### src/rtl/mac_share_arbiter.sv
// Round-robin sharing of one registered multiply-add unit between N_REQ requesters.
// Credit-gated issue, fixed-latency tag pipe and a FWFT result FIFO tagged with requester id.
module mac_share_arbiter #(
  parameter int unsigned N_REQ         = 4,
  parameter int unsigned MAC_LATENCY   = 1,
  parameter int unsigned FIFO_DEPTH    = 4,
  parameter int unsigned SIZE_A        = 8,
  parameter int unsigned SIZE_B        = 8,
  parameter int unsigned SIZE_C        = 8,
  parameter int unsigned SIZE_DATA_OUT = 16,
  localparam int unsigned ID_W         = $clog2(N_REQ)
) (
  input  logic                       clk,
  input  logic                       reset,
  input  logic [N_REQ-1:0]           req_valid,
  output logic [N_REQ-1:0]           req_ready,
  input  logic [N_REQ*SIZE_A-1:0]    req_a,
  input  logic [N_REQ*SIZE_B-1:0]    req_b,
  input  logic [N_REQ*SIZE_C-1:0]    req_c,
  output logic [SIZE_A-1:0]          mac_a,
  output logic [SIZE_B-1:0]          mac_b,
  output logic [SIZE_C-1:0]          mac_c,
  input  logic [SIZE_DATA_OUT-1:0]   mac_result,
  output logic                       rsp_valid,
  input  logic                       rsp_ready,
  output logic [SIZE_DATA_OUT-1:0]   rsp_data,
  output logic [ID_W-1:0]            rsp_id,
  output logic                       busy
);

  localparam int unsigned AW = (FIFO_DEPTH > 1) ? $clog2(FIFO_DEPTH) : 1;
  localparam int unsigned CW = $clog2(FIFO_DEPTH + 1);

  logic [ID_W-1:0]          rr_q;
  logic [ID_W-1:0]          grant;
  logic [ID_W-1:0]          rr_next;
  logic [ID_W:0]            scan_idx;
  logic                     found;
  logic                     issue;
  logic                     push;
  logic                     pop;
  logic [CW-1:0]            credits_q;
  logic [CW-1:0]            credits_d;
  logic [CW-1:0]            cnt_q;
  logic [CW-1:0]            cnt_d;
  logic [MAC_LATENCY:0]     tag_vld_q;
  logic [MAC_LATENCY:0]     tag_vld_d;
  logic [ID_W-1:0]          tag_id_q [MAC_LATENCY+1];
  logic [SIZE_DATA_OUT-1:0] mem_data_q [FIFO_DEPTH];
  logic [ID_W-1:0]          mem_id_q [FIFO_DEPTH];
  logic [AW-1:0]            wr_ptr_q;
  logic [AW-1:0]            rd_ptr_q;

  // Grant: first valid requester at or after the round-robin pointer, wrapping.
  always_comb begin
    grant    = '0;
    found    = 1'b0;
    scan_idx = '0;
    for (int i = 0; i < int'(N_REQ); i++) begin
      scan_idx = {1'b0, rr_q} + (ID_W+1)'(i);
      if (scan_idx >= (ID_W+1)'(N_REQ)) scan_idx = scan_idx - (ID_W+1)'(N_REQ);
      if (!found && req_valid[scan_idx[ID_W-1:0]]) begin
        found = 1'b1;
        grant = scan_idx[ID_W-1:0];
      end
    end
  end

  always_comb begin
    issue     = found && (credits_q != '0) && !reset;
    req_ready = issue ? (N_REQ'(1) << grant) : '0;
    rr_next   = (grant == ID_W'(N_REQ - 1)) ? '0 : grant + ID_W'(1);
    rsp_valid = (cnt_q != '0);
    pop       = rsp_valid && rsp_ready;
    push      = tag_vld_q[MAC_LATENCY];
    credits_d = credits_q - CW'(issue) + CW'(pop);
    cnt_d     = cnt_q + CW'(push) - CW'(pop);
    tag_vld_d = {tag_vld_q[MAC_LATENCY-1:0], issue};
    rsp_data  = mem_data_q[rd_ptr_q];
    rsp_id    = mem_id_q[rd_ptr_q];
  end

  always_ff @(posedge clk) begin
    if (reset) begin
      rr_q      <= '0;
      mac_a     <= '0;
      mac_b     <= '0;
      mac_c     <= '0;
      credits_q <= CW'(FIFO_DEPTH);
      cnt_q     <= '0;
      wr_ptr_q  <= '0;
      rd_ptr_q  <= '0;
      tag_vld_q <= '0;
      busy      <= 1'b0;
      for (int k = 0; k <= int'(MAC_LATENCY); k++) tag_id_q[k] <= '0;
      for (int k = 0; k < int'(FIFO_DEPTH); k++) begin
        mem_data_q[k] <= '0;
        mem_id_q[k]   <= '0;
      end
    end else begin
      if (issue) begin
        rr_q  <= rr_next;
        mac_a <= req_a[int'(grant)*SIZE_A +: SIZE_A];
        mac_b <= req_b[int'(grant)*SIZE_B +: SIZE_B];
        mac_c <= req_c[int'(grant)*SIZE_C +: SIZE_C];
      end
      tag_vld_q   <= tag_vld_d;
      tag_id_q[0] <= grant;
      for (int k = 1; k <= int'(MAC_LATENCY); k++) tag_id_q[k] <= tag_id_q[k-1];
      // Credits guarantee a free slot whenever the tag pipe delivers a result.
      if (push) begin
        mem_data_q[wr_ptr_q] <= mac_result;
        mem_id_q[wr_ptr_q]   <= tag_id_q[MAC_LATENCY];
        wr_ptr_q <= (wr_ptr_q == AW'(FIFO_DEPTH - 1)) ? '0 : wr_ptr_q + AW'(1);
      end
      if (pop) rd_ptr_q <= (rd_ptr_q == AW'(FIFO_DEPTH - 1)) ? '0 : rd_ptr_q + AW'(1);
      cnt_q     <= cnt_d;
      credits_q <= credits_d;
      busy      <= (|tag_vld_d) || (cnt_d != '0);
    end
  end

endmodule
### config.mk
export PLATFORM = sky130hd
export DESIGN_NAME = mac_share_arbiter
export DESIGN_NICKNAME = d
export VERILOG_FILES = /design/src/rtl/mac_share_arbiter.sv
export SDC_FILE = /design/constraint.sdc
export NUM_CORES = 1
export LEC_CHECK = 0
export CELL_PAD_IN_SITES_DETAIL_PLACEMENT = 1
export CELL_PAD_IN_SITES_GLOBAL_PLACEMENT = 1
export CORE_MARGIN = 2
export CORE_UTILIZATION = 37
export DETAILED_ROUTE_END_ITERATION = 7
export PLACE_DENSITY = 0.87
export REMOVE_ABC_BUFFERS = 1
export SLEW_MARGIN = 20
export SYNTH_ARGS = -nofsm -noshare
export SYNTH_HDL_FRONTEND = slang
export SYNTH_SLANG_ARGS = --single-unit
### constraint.sdc
create_clock -name clk -period 3 [get_ports clk]
set_input_delay 0.6 -clock clk [delete_from_list [all_inputs] [get_ports clk]]
set_output_delay 0.6 -clock clk [all_outputs]
set_load 0.01 [all_outputs]
==> run_results.csv <==
group,metric,value,unit
run_status,outcome,"finished clean",
clock_network,cts_tree,"done",
detailed_routing,drtAntennaViolNets,0,
yosys,synth_seq_area_share,0.540,
layout,num-nets-final,784,
worst_setup_path,slowest_stage,"a211o_1",
layout,fill_cells,1558,
layout,synthToLayoutAreaGrowth,44.5,%
global_route,grt_pass1_wl,25.5,mm
worst_setup_path,path_cells,"dlygate4sd2_1, buf_4, nand2b_1, a21oi_1, a211o_1, buf_4, ha_1, and2_1, dlygate4sd2_1",
yosys,yosysMostFrequentCell,"edfxtp_1",
detailed_routing,routed-via-count,4486,
yosys,yosys_most_used_dff,"edfxtp_1",
yosys,netlist_instances,475,
detailed_routing,wl,16.2,mm
die,die_h,128,µm
clock_network,htreeDepth,4,
worst_setup_path,cp-startpoint,"req_valid[0]",
global_route,grt_overflow,0,
detailed_routing,dr.pass1.iters,4,
yosys,syn_area,0.00567,mm²
clock_network,cts_buffers,17,
worst_setup_path,reg2reg_from,"cnt_q[0]",
global_route,grt_start_max_net_pins,49,
layout,antenna_cells,0,
pwr,total_power,6.31,mW
worst_setup_path,cp.required,2.40,ns
placed_design,dp_hpwl,11.8,mm
yosys,ys_ff_latch,117,
sta,rsz0062_at_grt,"no",
worst_setup_path,cp_max_fo,3,
pwr,power_frac_comb,0.349,
placed_design,placed_area,0.00760,mm²
detailed_routing,drc,0,
layout,drive_gt1_frac,0.126,
sta,period_needed,2.88,ns
pwr,pwr-share-clk,0.308,
worst_setup_path,startpoint_type,"input pin",
clock_network,clock_latency,0.41,ns
yosys,netlist_top_cells_count,"edfxtp_1, and2_1, dfxtp_1, and3_1, nand2_1",
sta,tightestPinTransition,0.514,ns
sta,slew_headroom,0.657,
clock_network,clock_sinks,117,
pwr,p_leak,3.26,nW
sta,period_share,0.959,
pwr,switchingPower,1.97,mW
run,cap_violations,0,
sta,report.final.slew_viol_count,0,
yosys,yosysTopAreaCell,"edfxtp_1",
worst_setup_path,critPathTopFamily,"buffers and inverters",
clock_network,path_clk_slew,0.05,ns
detailed_routing,avgRoutedWirePerCell,19.0,µm
die,std_cell_rows,45,
yosys,synth_area_per_cell,11.9,µm²
pwr,swShare,0.312,
layout,final_util,0.543,
sta,setup_violations,0,
pwr,seqPwrFrac,0.343,
clock_network,cts-root-buf,"clkbuf_16",
worst_setup_path,crit_type,"input pin to output pin",
worst_setup_path,worstPathBufferInverterCount,4,
clock_network,postCtsHoldBufs,0,
yosys,synth_edf_count,72,
global_route,grt_pass1_vias,4917,
worst_setup_path,slowest_delay,0.33,ns
hold_path,hold_path.class,"flop to flop",
yosys,yosys_warnings,0,
placed_design,port_buffers,166,
sta,fmax,0.348,GHz
clock_network,cts.path.max_buffers,2,
pwr,powerDensity,769,mW/mm²
yosys,synth_area_leaders,"edfxtp_1, dfxtp_1, mux4_2",
pwr,vdd_drop_max,424,µV
worst_setup_path,crit_path_end_kind,"output pin",
placed_design,gp_congestion,0.789,
die,core-area,0.0151,mm²
yosys,async_flop_share,0,
global_route,antenna_found_initial,0,
layout,fin_area,0.00820,mm²
detailed_routing,drt-initial-drc-count,180,
hold_path,min-delay-start,"tag_id_q[0][1]",
sta,fin_setup_tns,0,ns
sta,hold_viol,0,
die,io_pins,167,
worst_setup_path,cp.arrival,2.28,ns
die,start_util,0.376,
yosys,synth_top_area_share,0.381,
sta,skew,0.00944,ns
die,dieArea,0.0163,mm²
die,die_w,128,µm
pwr,power.internal,4.34,mW
sta,worst_slack,0.124,ns
detailed_routing,vias_per_cell,5.25,
yosys,ys_types,40,
global_route,grt_usage,0.204,
placed_design,post-place-ws,-0.389,ns
[cell type report]
class | count | area [µm²] | area share
Sequential cell | 117 | 3060 | 0.374
Clock inverter | 14 | 126 | 0.0154
Tap cell | 188 | 235 | 0.0287
Clock buffer | 18 | 450 | 0.0549
Multi-Input combinational cell | 310 | 2390 | 0.292
Inverter | 15 | 56.3 | 0.00687
Timing Repair Buffer | 192 | 1870 | 0.228
[timing repair]
item / in CTS / in global routing
endpoints found under the setup margin: 4 / 0
gates resized for setup: 10 / 0
buffers inserted: 2 / 0
[power groups by stage]
stage                     Clock (mW)  Combinational, mW  Sequential [mW]
after global routing            2.05               2.40             2.19
after floorplan                    0               1.00             2.27
after CTS                       1.98               2.23             2.17
final                           1.94               2.20             2.16
after global placement             0               2.11             2.18
after detailed placement           0               2.20             2.20
[per-layer routing]
metal,GRT usage,vias to the layer above,share of wire
li1,-,2094,-
met1,0.218,2223,0.37
met2,0.374,153,0.54
met3,0.0684,16,0.071
met4,0.0750,0,0.017
met5,0,-,0
[registers in the layout, indices dropped and copies added, names as in the netlist, 3 cells and up, named ones only]
name	count
mem_data_q	64
mac_a	8
mac_b	8
mac_c	8
mem_id_q	8
tag_id_q	4
cnt_q	3
credits_q	3
[cell usage in the layout (no fill, tap or decap), types with 2 or more instances in the layout]
master	Yosys	final
dfxtp_1	45	45
o21ai_1	3	3
ha_1	10	10
nand2b_1	2	2
clkinvlp_4	0	2
nand2_1	33	33
and2_1	60	59
buf_4	4	24
a21oi_1	4	4
inv_6	0	2
nor2b_1	7	7
dlygate4sd2_1	0	8
xnor2_1	3	3
clkinv_4	0	5
edfxtp_1	72	72
a21o_1	2	2
buf_12	0	2
mux4_2	18	18
clkinv_2	0	4
a21boi_1	4	4
o211ai_1	24	24
or2_2	3	3
a21boi_0	20	20
clkdlybuf4s50_1	0	158
clkbuf_16	0	18
mux2i_1	26	26
and3_1	42	42
nor2_1	9	9
fa_1	2	2
nor3_1	4	4
nor3b_1	2	2
inv_1	15	15
o21ai_0	21	21
[worst register-to-register path, cell delays in order (launching register included)]
cell     delay [ns]
dfxtp_1        0.31
or3_1          0.39
nand2_1        0.14
inv_1          0.11
ha_1           0.29
inv_1          0.04
ha_1           0.18
fa_1           0.38
xnor2_1        0.14
xnor2_1        0.20
a31oi_1        0.11
[path summary, 6_finish.rpt]
check	cells after the start	endpoint	slack, ns
setup / recovery	9	req_ready[0]	0.12
hold reg to reg	1	tag_id_q[0][3]	0.45
setup reg to reg	10	busy	0.56
hold / removal	1	tag_id_q[0][3]	0.45
[kinds of logic after synthesis]
group | after synthesis | share of synthesized area
buf+inv | 48 | 0.0392
flops | 117 | 0.540
xor+xnor | 4 | 0.00618
simple gates | 166 | 0.164
fa+ha+maj | 12 | 0.0291
compound gates | 84 | 0.104
mux | 44 | 0.117
[through the flow]
step | std cells | hold WS (ns)
4_1_cts | 853 | 0.456
5_1_grt | 854 | 0.472
6_report | 854 | 0.446
3_5_place_dp | 819 | 0.447
2_1_floorplan | 442 | 0.414
3_3_place_gp | 819 | 0.444
No activity file was read; power rests on OpenSTA's default activity.
